### src/rtl/sd_pkg.sv
// Shared SD command-path definitions: receiver states, frame geometry and CRC7 constants.
package sd_pkg;

  typedef enum logic [1:0] {
    ST_IDLE,
    ST_HUNT,
    ST_RECV,
    ST_DONE
  } rx_state_e;

  localparam int SD_RESP_LEN = 48;
  localparam logic [6:0] CRC7_POLY = 7'h09;

  // Frame bit positions, 47 = start bit down to 0 = end bit.
  localparam int IDX_HI = 45;
  localparam int IDX_LO = 40;
  localparam int ARG_HI = 39;
  localparam int ARG_LO = 8;
  localparam int CRC_HI = 7;
  localparam int CRC_LO = 1;

  // Bit-counter values inside RECV (start bit excluded).
  localparam logic [5:0] TX_BIT_N   = 6'd1;
  localparam logic [5:0] CRC_LAST_N = 6'd39;
  localparam logic [5:0] END_BIT_N  = 6'd47;

  function automatic logic [6:0] crc7_step(input logic [6:0] crc, input logic din);
    logic fb;
    fb = din ^ crc[6];
    return {crc[5:0], 1'b0} ^ (fb ? CRC7_POLY : 7'h00);
  endfunction

endpackage

### src/rtl/sd_crc7.sv
// Serial MSB-first CRC7 (x^7+x^3+1), shared by the command transmit and receive paths.
module sd_crc7
  import sd_pkg::*;
(
  input  logic       clk,
  input  logic       rst,
  input  logic       clear,
  input  logic       valid,
  input  logic       data,
  output logic [6:0] crc
);

  // NOTE: sequential state is written only with non-blocking assignments so
  // every reader sees the pre-edge value regardless of block ordering.
  always_ff @(posedge clk) begin
    if (rst || clear) begin
      crc <= '0;
    end else if (valid) begin
      crc <= crc7_step(crc, data);
    end
  end

endmodule

### src/rtl/sd_cmd_resp_rx.sv
// SD CMD-line 48-bit response receiver: start-bit hunt with Ncr timeout,
// deserialization, CRC7 check and framing checks, reported with a done pulse.
module sd_cmd_resp_rx
  import sd_pkg::*;
#(
  parameter int NCR_MAX = 64
) (
  input  logic        clk,
  input  logic        rst,
  input  logic        bit_en,
  input  logic        cmd_i,
  input  logic        arm_i,
  input  logic        crc_chk_en_i,
  output logic        busy_o,
  output logic        done_o,
  output logic [5:0]  resp_index_o,
  output logic [31:0] resp_arg_o,
  output logic [6:0]  resp_crc_o,
  output logic        crc_err_o,
  output logic        frame_err_o,
  output logic        timeout_o
);

  localparam logic [7:0] NCR_LAST = 8'(NCR_MAX - 1);
  // Holds frame bits [45:1]; data_q[k-1] is frame bit k once the end bit arrives.
  localparam int DATA_W = SD_RESP_LEN - 3;

  rx_state_e         state;
  logic [5:0]        bit_cnt;
  logic [7:0]        wait_cnt;
  logic [DATA_W-1:0] data_q;
  logic              chk_en_q;

  logic              crc_clear;
  logic              crc_valid;
  logic [6:0]        crc_calc;

  // NOTE: every always_comb output gets a default first so no path can
  // leave it unassigned and infer a latch.
  always_comb begin
    crc_clear = 1'b0;
    crc_valid = 1'b0;
    if (state == ST_IDLE && arm_i) begin
      crc_clear = 1'b1;
    end
    if (bit_en) begin
      if (state == ST_HUNT && !cmd_i) begin
        crc_valid = 1'b1;
      end else if (state == ST_RECV && bit_cnt <= CRC_LAST_N) begin
        crc_valid = 1'b1;
      end
    end
  end

  sd_crc7 u_crc7 (
    .clk   (clk),
    .rst   (rst),
    .clear (crc_clear),
    .valid (crc_valid),
    .data  (cmd_i),
    .crc   (crc_calc)
  );

  always_ff @(posedge clk) begin
    if (rst) begin
      state        <= ST_IDLE;
      bit_cnt      <= '0;
      wait_cnt     <= '0;
      data_q       <= '0;
      chk_en_q     <= 1'b0;
      busy_o       <= 1'b0;
      done_o       <= 1'b0;
      resp_index_o <= '0;
      resp_arg_o   <= '0;
      resp_crc_o   <= '0;
      crc_err_o    <= 1'b0;
      frame_err_o  <= 1'b0;
      timeout_o    <= 1'b0;
    end else begin
      case (state)
        ST_IDLE: begin
          done_o <= 1'b0;
          if (arm_i) begin
            chk_en_q    <= crc_chk_en_i;
            wait_cnt    <= '0;
            crc_err_o   <= 1'b0;
            frame_err_o <= 1'b0;
            timeout_o   <= 1'b0;
            busy_o      <= 1'b1;
            state       <= ST_HUNT;
          end
        end

        ST_HUNT: begin
          if (bit_en) begin
            if (!cmd_i) begin
              bit_cnt <= 6'd1;
              state   <= ST_RECV;
            end else if (wait_cnt == NCR_LAST) begin
              timeout_o <= 1'b1;
              busy_o    <= 1'b0;
              done_o    <= 1'b1;
              state     <= ST_DONE;
            end else begin
              wait_cnt <= wait_cnt + 8'd1;
            end
          end
        end

        ST_RECV: begin
          if (bit_en) begin
            if (bit_cnt == TX_BIT_N && cmd_i) begin
              frame_err_o <= 1'b1;
            end
            if (bit_cnt == END_BIT_N) begin
              // The end bit is checked directly and never enters data_q.
              if (!cmd_i) begin
                frame_err_o <= 1'b1;
              end
              if (chk_en_q && (data_q[CRC_HI-1:CRC_LO-1] != crc_calc)) begin
                crc_err_o <= 1'b1;
              end
              resp_index_o <= data_q[IDX_HI-1:IDX_LO-1];
              resp_arg_o   <= data_q[ARG_HI-1:ARG_LO-1];
              resp_crc_o   <= data_q[CRC_HI-1:CRC_LO-1];
              busy_o       <= 1'b0;
              done_o       <= 1'b1;
              state        <= ST_DONE;
            end else begin
              data_q  <= {data_q[DATA_W-2:0], cmd_i};
              bit_cnt <= bit_cnt + 6'd1;
            end
          end
        end

        ST_DONE: begin
          done_o <= 1'b0;
          state  <= ST_IDLE;
        end

        default: begin
          busy_o <= 1'b0;
          done_o <= 1'b0;
          state  <= ST_IDLE;
        end
      endcase
    end
  end

endmodule

### config.mk
export PLATFORM = sky130hd
export DESIGN_NAME = sd_cmd_resp_rx
export DESIGN_NICKNAME = d
export VERILOG_FILES = /design/src/rtl/sd_pkg.sv /design/src/rtl/sd_crc7.sv /design/src/rtl/sd_cmd_resp_rx.sv
export SDC_FILE = /design/constraint.sdc
export NUM_CORES = 1
export LEC_CHECK = 0
export BUFFER_PORTS_ARGS = -buffer_cell sky130_fd_sc_hd__buf_4
export CORE_MARGIN = 1
export CORE_UTILIZATION = 58
export DETAILED_ROUTE_END_ITERATION = 10
export PLACE_DENSITY = 0.79
export SLEW_MARGIN = 10
export SYNTH_ARGS = -nofsm -noshare
export SYNTH_HDL_FRONTEND = slang
export SYNTH_SLANG_ARGS = --single-unit
### constraint.sdc
create_clock -name clk -period 2.1 [get_ports clk]
set_input_delay 0.525 -clock clk [delete_from_list [all_inputs] [get_ports clk]]
set_output_delay 0.525 -clock clk [all_outputs]
set_load 0.05 [all_outputs]
==> results.ini, run 1 <==
[critical_path]
path_buf_inv = 2
timing.rr.end = resp_arg_o[9]
cp_slowest_cell = dfxtp_1
start_kind = flop
cpLargestDelayFamily = simple AND/OR/NAND/NOR gates
cp-startpoint = state[0]
critPathCaptureType = flop
path_common_cell = nand2_1
worst_r2r_path_depth = 7
criticalPathCategory = flop to flop
cp_cell_sequence = inv_1 -> ha_1 -> nand2_1 -> or3_1 -> buf_4 -> nand2_1 -> a21oi_1
critical_path_depth = 7
reg2reg_slack_ns = 0.16
cp.arrival_ns = 2.32
worstPathRequired_ns = 2.47
cp_max_fo = 45
cp_slowest_stage_delay_ns = 0.34
critPathCapture = resp_arg_o[9]
r2r_start = state[0]

[synthesis]
syn_inst = 603
syn_area_mm2 = 0.004868
avgSynthCellArea_um2 = 8.074
synth.most_common_cell = nand2_1
async_flop_share_pct = 0
synth_area_leader_cell = dfxtp_1
synth_cell_types = 52
synth_top_cells_by_area = dfxtp_1 49%, nand2_1 15%, a21oi_1 12%
ys_seq_area_share_pct = 48.93
synth_nets = 618
synth-edff-count = 0
synth_flop_cell = dfxtp_1
synth.cells.most_frequent = 194 x nand2_1, 119 x dfxtp_1, 115 x a21oi_1
yosys_warnings = 0
synth_top_area_share_pct = 48.93
synth_seq_cells = 119

[floorplanning]
dieHeight_um = 93.62
ios = 56
core_area_mm2 = 0.008175
die_w_um = 93.62
row_count = 33
initial_core_util_pct = 59.55
dieArea_mm2 = 0.008764

[cells_and_area]
n_fill_cell = 602
antennaDiodeCount = 0
syn2layout_area_growth_pct = 21.90
final_nets = 668
drive_gt1_share_pct = 16.22

[grt]
antenna_found_initial = 0
grt_overflow = 0
grt_max_degree = 49
first_global_vias = 3886
grt_pass1_wl_um = 17710
groute.usage.overall_pct = 25.54

[placement]
dp_hpwl_um = 6694
gp_congestion = 0.8173
place_ws_ns = 0.09510
port_buffers = 55

[timing]
period_share_pct = 92.55
slew_headroom_pct = 62.62
finalClockSkew_ns = 0.006111
rsz0062_at_grt = no
setup_viol = 0
worst_pin_slew_ns = 0.5595
max_freq_mhz = 514.5
drv_slew = 0
setup_tns_ns = 0
layout_min_cycle_time_ns = 1.944
timing_hold_violations_final = 0
layout_setup_ws_ns = 0.1565

[route]
ant_nets = 0
wl_per_cell_um = 13.73
routed_wl_um = 10590
drc = 0
vias = 4299
drtIter0Drc = 268
drt_pass1_iterations = 5
vias_per_cell = 5.576

[min_path]
min_from = rst
hold_path_class = primary input to flop
hold_depth = 2

[clock_tree]
cts_buffers = 17
tritoncts = built
numClockSinks = 119
h-tree-depth = 4
root_buffer = clkbuf_8
cts.clk_slew.worst_paths_ns = 0.06
clockBufferDepth = 2
clk_latency_ns = 0.51
post_cts_buffers = 0

[job]
cap_violations = 0

[status]
run_status = complete, no violations

[power_and_ir_drop]
p_per_area_mw_per_mm2 = 1048
ir_drop_mv = 0.8119
leakagePower_uw = 0.002118

[layout make-up]
class                      count  area [um2]  share of cell area (%)
clock inverter                11       148.9                   2.509
tap                          105       131.4                   2.214
multi-input combinational    439        2281                   38.44
inverter                      11       41.29                  0.6958
sequential                   119        2382                   40.14
clock buffer                  21       449.2                   7.569
timing repair buffer          65       500.5                   8.433
[cell families after synthesis]
logic type      synth area share [%]
compound gates                 18.76
xor+xnor                       1.619
fa+ha+maj                      2.313
buf+inv                        4.498
flops                          48.93
mux                           0.8481
simple gates                   23.03
[repair_timing]
item / 4_1_cts / 5_1_grt
gates resized for setup: 0 / 3
endpoints found under the setup margin: 0 / 5
hold buffers: 0 / 0
[metal layers]
metal	GRT usage [%]	routed length (um)
met5	0	0
met4	9.615	140
met3	5.691	418
met2	43.44	5190
met1	31.50	4836
[cells in the final DEF (no fill, tap or decap), types with 5 or more instances in the layout]
cell type	instances
dfxtp_1	119
inv_1	11
o31ai_1	5
ha_1	8
nor2_1	8
o21ai_0	12
nand2_1	194
nand3_1	13
buf_4	64
or3_1	6
xnor2_1	9
nand2b_1	6
a21oi_1	115
clkbuf_16	16
[through the flow]
stage                     instance area, um2  hold WS [ns]  instances  util (%)  power (uW)
after detailed placement                5330        0.4426        739     65.20        3374
after floorplan                         4868        0.4315        603         -        3142
after global placement                  5330        0.4425        739     65.20        3342
final                                   5934        0.2653        771     72.59        6221
after CTS                               5928        0.2506        771     72.51        6232
after global routing                    5934        0.2757        771     72.59        6456
[worst min-delay path by stage]
| stage | slack [ns] | endpoint |
|---|---|---|
| after floorplan | 0.43 | chk_en_q |
| after global placement | 0.44 | crc_err_o |
| after detailed placement | 0.44 | crc_err_o |
| after CTS | 0.25 | chk_en_q |
| after global routing | 0.28 | chk_en_q |
| final | 0.27 | chk_en_q |
[flip-flops by register name (all words and copies together), names as in the netlist, 2 cells and up]
signal	count
resp_arg_o	32
state	2
resp_index_o	6
resp_crc_o	7
bit_cnt	6
u_crc7.crc	7
data_q	45
wait_cnt	8
[report_power, final]
group / switching [uW] / total, uW / leakage, uW / internal [uW]
registers: 70.8 / 2400 / 0.000959 / 2330
clock network: 1000 / 2870 / 0.000284 / 1870
logic: 632 / 948 / 0.000874 / 316
Power figures use the tool's default switching activity.
==> run 2: changes to the inputs <==
==> constraint.sdc (replaced) <==
create_clock -name clk -period 1.8 [get_ports clk]
set_input_delay 0.45 -clock clk [delete_from_list [all_inputs] [get_ports clk]]
set_output_delay 0.45 -clock clk [all_outputs]
set_load 0.05 [all_outputs]
==> results.ini, run 2 (same netlist as run 1, synthesis figures left out) <==
[cells_and_area]
syn2layout_area_growth_pct = 27.81
antennaDiodeCount = 0  ; unchanged
layout_common_cells = 194 x nand2_1, 118 x dfxtp_1, 115 x a21oi_1
largest_reg_flops = 45  ; unchanged
drive_gt1_share_pct = 20.96  ; +4.7 points
final_area_mm2 = 0.006222  ; +4.8%
fin_util_pct = 76.11  ; +3.5 points
layout_commonest_cell = nand2_1
final_nets = 690  ; +3.3%
regMostFlops = data_q
largestRegisters = data_q: 45 flops, resp_arg_o: 32 flops, wait_cnt: 8 flops

[placement]
dpl_cell_area_mm2 = 0.005468  ; +2.6%
gp_congestion = 0.8743  ; +7.0%
dp_hpwl_um = 6915  ; +3.3%
port_buffers = 55  ; unchanged

[floorplanning]
row_count = 33  ; unchanged
die_w_um = 93.62  ; unchanged
initial_core_util_pct = 59.55  ; unchanged
dieHeight_um = 93.62  ; unchanged
core_area_mm2 = 0.008175  ; unchanged
ios = 56  ; unchanged
dieArea_mm2 = 0.008764  ; unchanged

[critical_path]
criticalPathCategory = flop to flop
cp_max_fo = 45  ; unchanged
r2r_start = bit_cnt[0]
reg2reg_slack_ns = -0.007  ; -0.16 ns
critPathCaptureType = flop
cp.arrival_ns = 2.22  ; -0.10 ns
worst_r2r_path_depth = 7  ; unchanged
timing.rr.end = data_q[22]
worstPathRequired_ns = 2.21  ; -0.26 ns
start_kind = flop

[min_path]
min_from = rst
hold_end = chk_en_q
hold_depth = 2  ; unchanged
hold_path_class = primary input to flop

[power_and_ir_drop]
leakagePower_uw = 0.002249  ; +6.2%
ir_drop_mv = 0.7748  ; -4.6%
p_per_area_mw_per_mm2 = 1179  ; +12%

[clock_tree]
cts.clk_slew.worst_paths_ns = 0.06  ; about the same
cts_buffers = 17  ; unchanged
numClockSinks = 119  ; unchanged
clockBufferDepth = 2  ; unchanged
tritoncts = built
h-tree-depth = 4  ; unchanged
clk_latency_ns = 0.52  ; about the same
root_buffer = clkbuf_8

[status]
run_status = complete, but fails checks
violations = negative setup slack

[timing]
setup_viol = 1  ; +1
drv_slew = 0  ; unchanged
slew_headroom_pct = 62.98  ; +0.36 points
finalClockSkew_ns = 0.006819  ; +0.0007086 ns
layout_min_cycle_time_ns = 1.807  ; -0.1368 ns
rsz0062_at_grt = yes
layout_setup_ws_ns = -0.006778  ; -0.1632 ns
period_share_pct = 100.4  ; +7.8 points
max_freq_mhz = 553.5  ; +7.6%
worst_pin_slew_ns = 0.5523  ; -0.007233 ns
timing_hold_violations_final = 0  ; unchanged

[grt]
grt_pass1_wl_um = 18180  ; +2.6%
grt_overflow = 0  ; unchanged
groute.usage.overall_pct = 26.22  ; +0.67 points
grt_max_degree = 49  ; unchanged
first_global_vias = 4035  ; +3.8%
antenna_found_initial = 0  ; unchanged

[route]
drtIter0Drc = 325  ; +21%
wl_per_cell_um = 15.60  ; +14%
vias_per_cell = 5.777  ; +3.6%
ant_nets = 0  ; unchanged
vias = 4575  ; +6.4%
drc = 0  ; unchanged
routed_wl_um = 12360  ; +17%
drt_pass1_iterations = 5  ; unchanged

[job]
cap_violations = 0  ; unchanged

## run 2: stage by stage
step                      total power, uW  hold slack, ns  cells  setup TNS [ns]  setup slack [ns]
after detailed placement             4054          0.4467    754         -0.2029          -0.07019
after global placement               4009          0.4375    754               0           0.02847
final                                7335          0.1919    792       -0.006778         -0.006778
after CTS                            7112          0.1908    785               0          0.003172
after global routing                 7587          0.1956    792          -1.052          -0.08516
after floorplan                      3666          0.4315    603               0           0.09022
## run 2: critical path: stages (launching register included)
cell     delay (ns)
dfxtp_1        0.32
ha_2           0.23
and3_2         0.25
buf_4          0.15
a21oi_4        0.14
buf_12         0.23
nand2_1        0.10
a21oi_1        0.27
## run 2: how the worst max path moves through the flow
stage | start | to | slack [ns] | depth (start not counted)
6_report | bit_cnt[0] | data_q[22] | -0.007 | 7
5_1_grt | state[0] | data_q[22] | -0.09 | 8
4_1_cts | bit_cnt[0] | busy_o | 0.003 | 5
2_1_floorplan | state[0] | busy_o | 0.09 | 6
3_3_place_gp | state[1] | wait_cnt[5] | 0.03 | 7
3_5_place_dp | state[1] | wait_cnt[5] | -0.07 | 7
## run 2: area by class of cell
| cell class | count | area (um2) |
|---|---|---|
| clock buffers | 17 | 414.1 |
| clock inverters | 14 | 127.6 |
| fillers | 552 | 1953 |
| inverters | 11 | 41.29 |
| multi-input cells | 439 | 2365 |
| flip-flops and latches | 119 | 2384 |
| well taps | 105 | 131.4 |
| repair buffers | 87 | 759.5 |
## run 2: report_power, final
part           switching (uW)  internal, uW
Sequential               85.4          2720
Combinational             873           582
Clock                    1250          1830
Total                    2210          5130
## run 2: routing by layer
metal / wire length (um) / global-route usage (%)
met4: 269 / 10.00
met3: 805 / 6.341
met5: 0 / 0
met2: 6182 / 45.16
met1: 5099 / 31.50
## run 2: repair_timing
action / in CTS / in global routing
hold buffers: 0 / 0
setup buffers: 0 / 3
setup endpoints to repair: 26 / 77
cloned: 0 / 4
gates resized for setup: 6 / 19
pin swaps: 1 / 4
hold endpoints to repair: 0 / 0
==> run 3: changes to the inputs <==
--- a/config.mk
+++ b/config.mk
@@ -9,7 +9,8 @@
 export CORE_MARGIN = 1
 export CORE_UTILIZATION = 58
 export DETAILED_ROUTE_END_ITERATION = 10
-export PLACE_DENSITY = 0.79
+export PLACE_DENSITY = 0.89
+export RECOVER_POWER = 50
 export SLEW_MARGIN = 10
 export SYNTH_ARGS = -nofsm -noshare
 export SYNTH_HDL_FRONTEND = slang
==> results.ini, run 3 (same netlist as run 1, synthesis figures left out) <==
[status]
run_status = complete, but fails checks
violations = negative setup slack

[timing]
setup_viol = 1  ; unchanged
period_share_pct = 102.6  ; +2.3 points
finalClockSkew_ns = 0.006834  ; +0.00001466 ns
layout_min_cycle_time_ns = 1.848  ; +0.04089 ns
timing_hold_violations_final = 0  ; unchanged
layout_setup_ws_ns = -0.04767  ; -0.04089 ns
slew_headroom_pct = 64.02  ; +1.0 points
drv_slew = 0  ; unchanged
worst_pin_slew_ns = 0.5368  ; -0.01553 ns
max_freq_mhz = 541.2  ; -2.2%

[floorplanning]
ios = 56  ; unchanged
dieHeight_um = 93.62  ; unchanged
row_count = 33  ; unchanged
initial_core_util_pct = 59.55  ; unchanged
die_w_um = 93.62  ; unchanged
dieArea_mm2 = 0.008764  ; unchanged
core_area_mm2 = 0.008175  ; unchanged

[clock_tree]
numClockSinks = 119  ; unchanged
cts_buffers = 17  ; unchanged
clockBufferDepth = 2  ; unchanged
cts.clk_slew.worst_paths_ns = 0.06  ; about the same
tritoncts = built
h-tree-depth = 4  ; unchanged
root_buffer = clkbuf_8
clk_latency_ns = 0.52  ; about the same

[grt]
groute.usage.overall_pct = 27.72  ; +1.5 points
grt_overflow = 0  ; unchanged
grt_pass1_wl_um = 18910  ; +4.0%
grt_max_degree = 52  ; +6.1%
first_global_vias = 4143  ; +2.7%
antenna_found_initial = 0  ; unchanged

[route]
wl_per_cell_um = 16.38  ; +5.0%
drtIter0Drc = 504  ; +55%
ant_nets = 0  ; unchanged
vias_per_cell = 5.910  ; +2.3%
drc = 0  ; unchanged
drt_pass1_iterations = 6  ; +1
routed_wl_um = 12960  ; +4.9%
vias = 4675  ; +2.2%

[job]
cap_violations = 0  ; unchanged

[critical_path]
criticalPathCategory = flop to flop
cp.arrival_ns = 2.25  ; +0.03 ns
critPathCaptureType = flop
cp_slowest_stage_delay_ns = 0.39  ; +0.07 ns
start_kind = flop
cp_slowest_cell = dfxtp_1
worstPathRequired_ns = 2.20  ; about the same
cp_cell_sequence = ha_2 -> and3_4 -> a32oi_1 -> nor4_1 -> mux2_2
cp_max_fo = 3  ; -93%

[power_and_ir_drop]
total_power_uw = 7376  ; +0.56%
ir_drop_mv = 0.7336  ; -5.3%
p_per_area_mw_per_mm2 = 1222  ; +3.7%
leakagePower_uw = 0.002187  ; -2.8%

[placement]
dp_hpwl_um = 7060  ; +2.1%
place_ws_ns = -0.009808  ; +0.06039 ns
gp_congestion = 0.8991  ; +2.8%
port_buffers = 55  ; unchanged
place_inst = 757  ; +0.40%

[cells_and_area]
antennaDiodeCount = 0  ; unchanged
ff_latch_area_mm2 = 0.002384  ; unchanged
drive_gt1_share_pct = 19.97  ; -0.99 points
final_nets = 689  ; -0.14%
syn2layout_area_growth_pct = 23.95
layout_common_cells = 194 x nand2_1, 118 x dfxtp_1, 115 x a21oi_1
multiInputGateArea_mm2 = 0.002331  ; -1.4%
finalNonFillerCells = 791  ; -0.13%
fin_util_pct = 73.81  ; -2.3 points
n_fill_cell = 562  ; +1.8%
largest_reg_flops = 45  ; unchanged
regMostFlops = data_q
layout_commonest_cell = nand2_1
largestRegisters = data_q: 45 flops, resp_arg_o: 32 flops, wait_cnt: 8 flops

[min_path]
hold_path_class = primary input to flop

run 3: power breakdown:
part	total [uW]	leakage, uW	switching, uW	internal, uW
clock	3230	0.000267	1260	1970
sequential	2790	0.000960	73.0	2720
combinational	1350	0.000960	859	494
run 3: timing repair:
item                                   in CTS  in global routing
buffers inserted                            0                  2
hold buffers                                0                  0
cloned                                      0                  1
endpoints found under the hold margin       0                  0
setup endpoints to repair                  12                 94
pin swaps                                   1                  1
resized for setup                           3                 18
run 3: cell type report:
cell class | instances | share of cell area, %
timing repair buffer | 86 | 9.621
multi-input combinational | 439 | 38.63
inverter | 11 | 0.6842
tap | 105 | 2.177
clock buffer | 17 | 6.863
sequential | 119 | 39.50
clock inverter | 14 | 2.530
run 3: metal layers:
metal	vias up	share of wire [%]	track usage [%]
li1	2192	-	-
met3	57	6.9	6.179
met5	-	0	0
met4	0	3.9	14.49
met1	2179	40	33.78
met2	247	49	45.65
run 3: worst max-delay path, delay by kind of cell (launching register included):
| family | cells | cell delay [ns] |
|---|---|---|
| flip-flops | 1 | 0.39 |
| adder cells (fa/ha/maj) | 1 | 0.27 |
| AND/OR/NAND/NOR | 2 | 0.56 |
| multiplexers | 1 | 0.38 |
| AO/OA/AOI/OAI | 1 | 0.13 |
run 3: final timing paths:
kind | depth (start not counted) | start | endpoint | slack, ns
worst min-delay path | 3 | crc_chk_en_i | chk_en_q | 0.22
worst min register to register | 2 | resp_arg_o[26] | resp_arg_o[26] | 0.45
worst max register to register | 5 | bit_cnt[0] | busy_o | -0.05
worst max-delay path | 5 | bit_cnt[0] | busy_o | -0.05
run 3: metrics by stage:
stage / setup TNS (ns) / hold WS [ns] / cell area, um2
after detailed placement: -0.009808 / 0.4477 / 5478
after global routing: -0.4367 / 0.2175 / 6035
after CTS: 0 / 0.2029 / 6055
after floorplan: 0 / 0.4315 / 4868
after global placement: 0 / 0.4373 / 5478
final: -0.04767 / 0.2220 / 6035
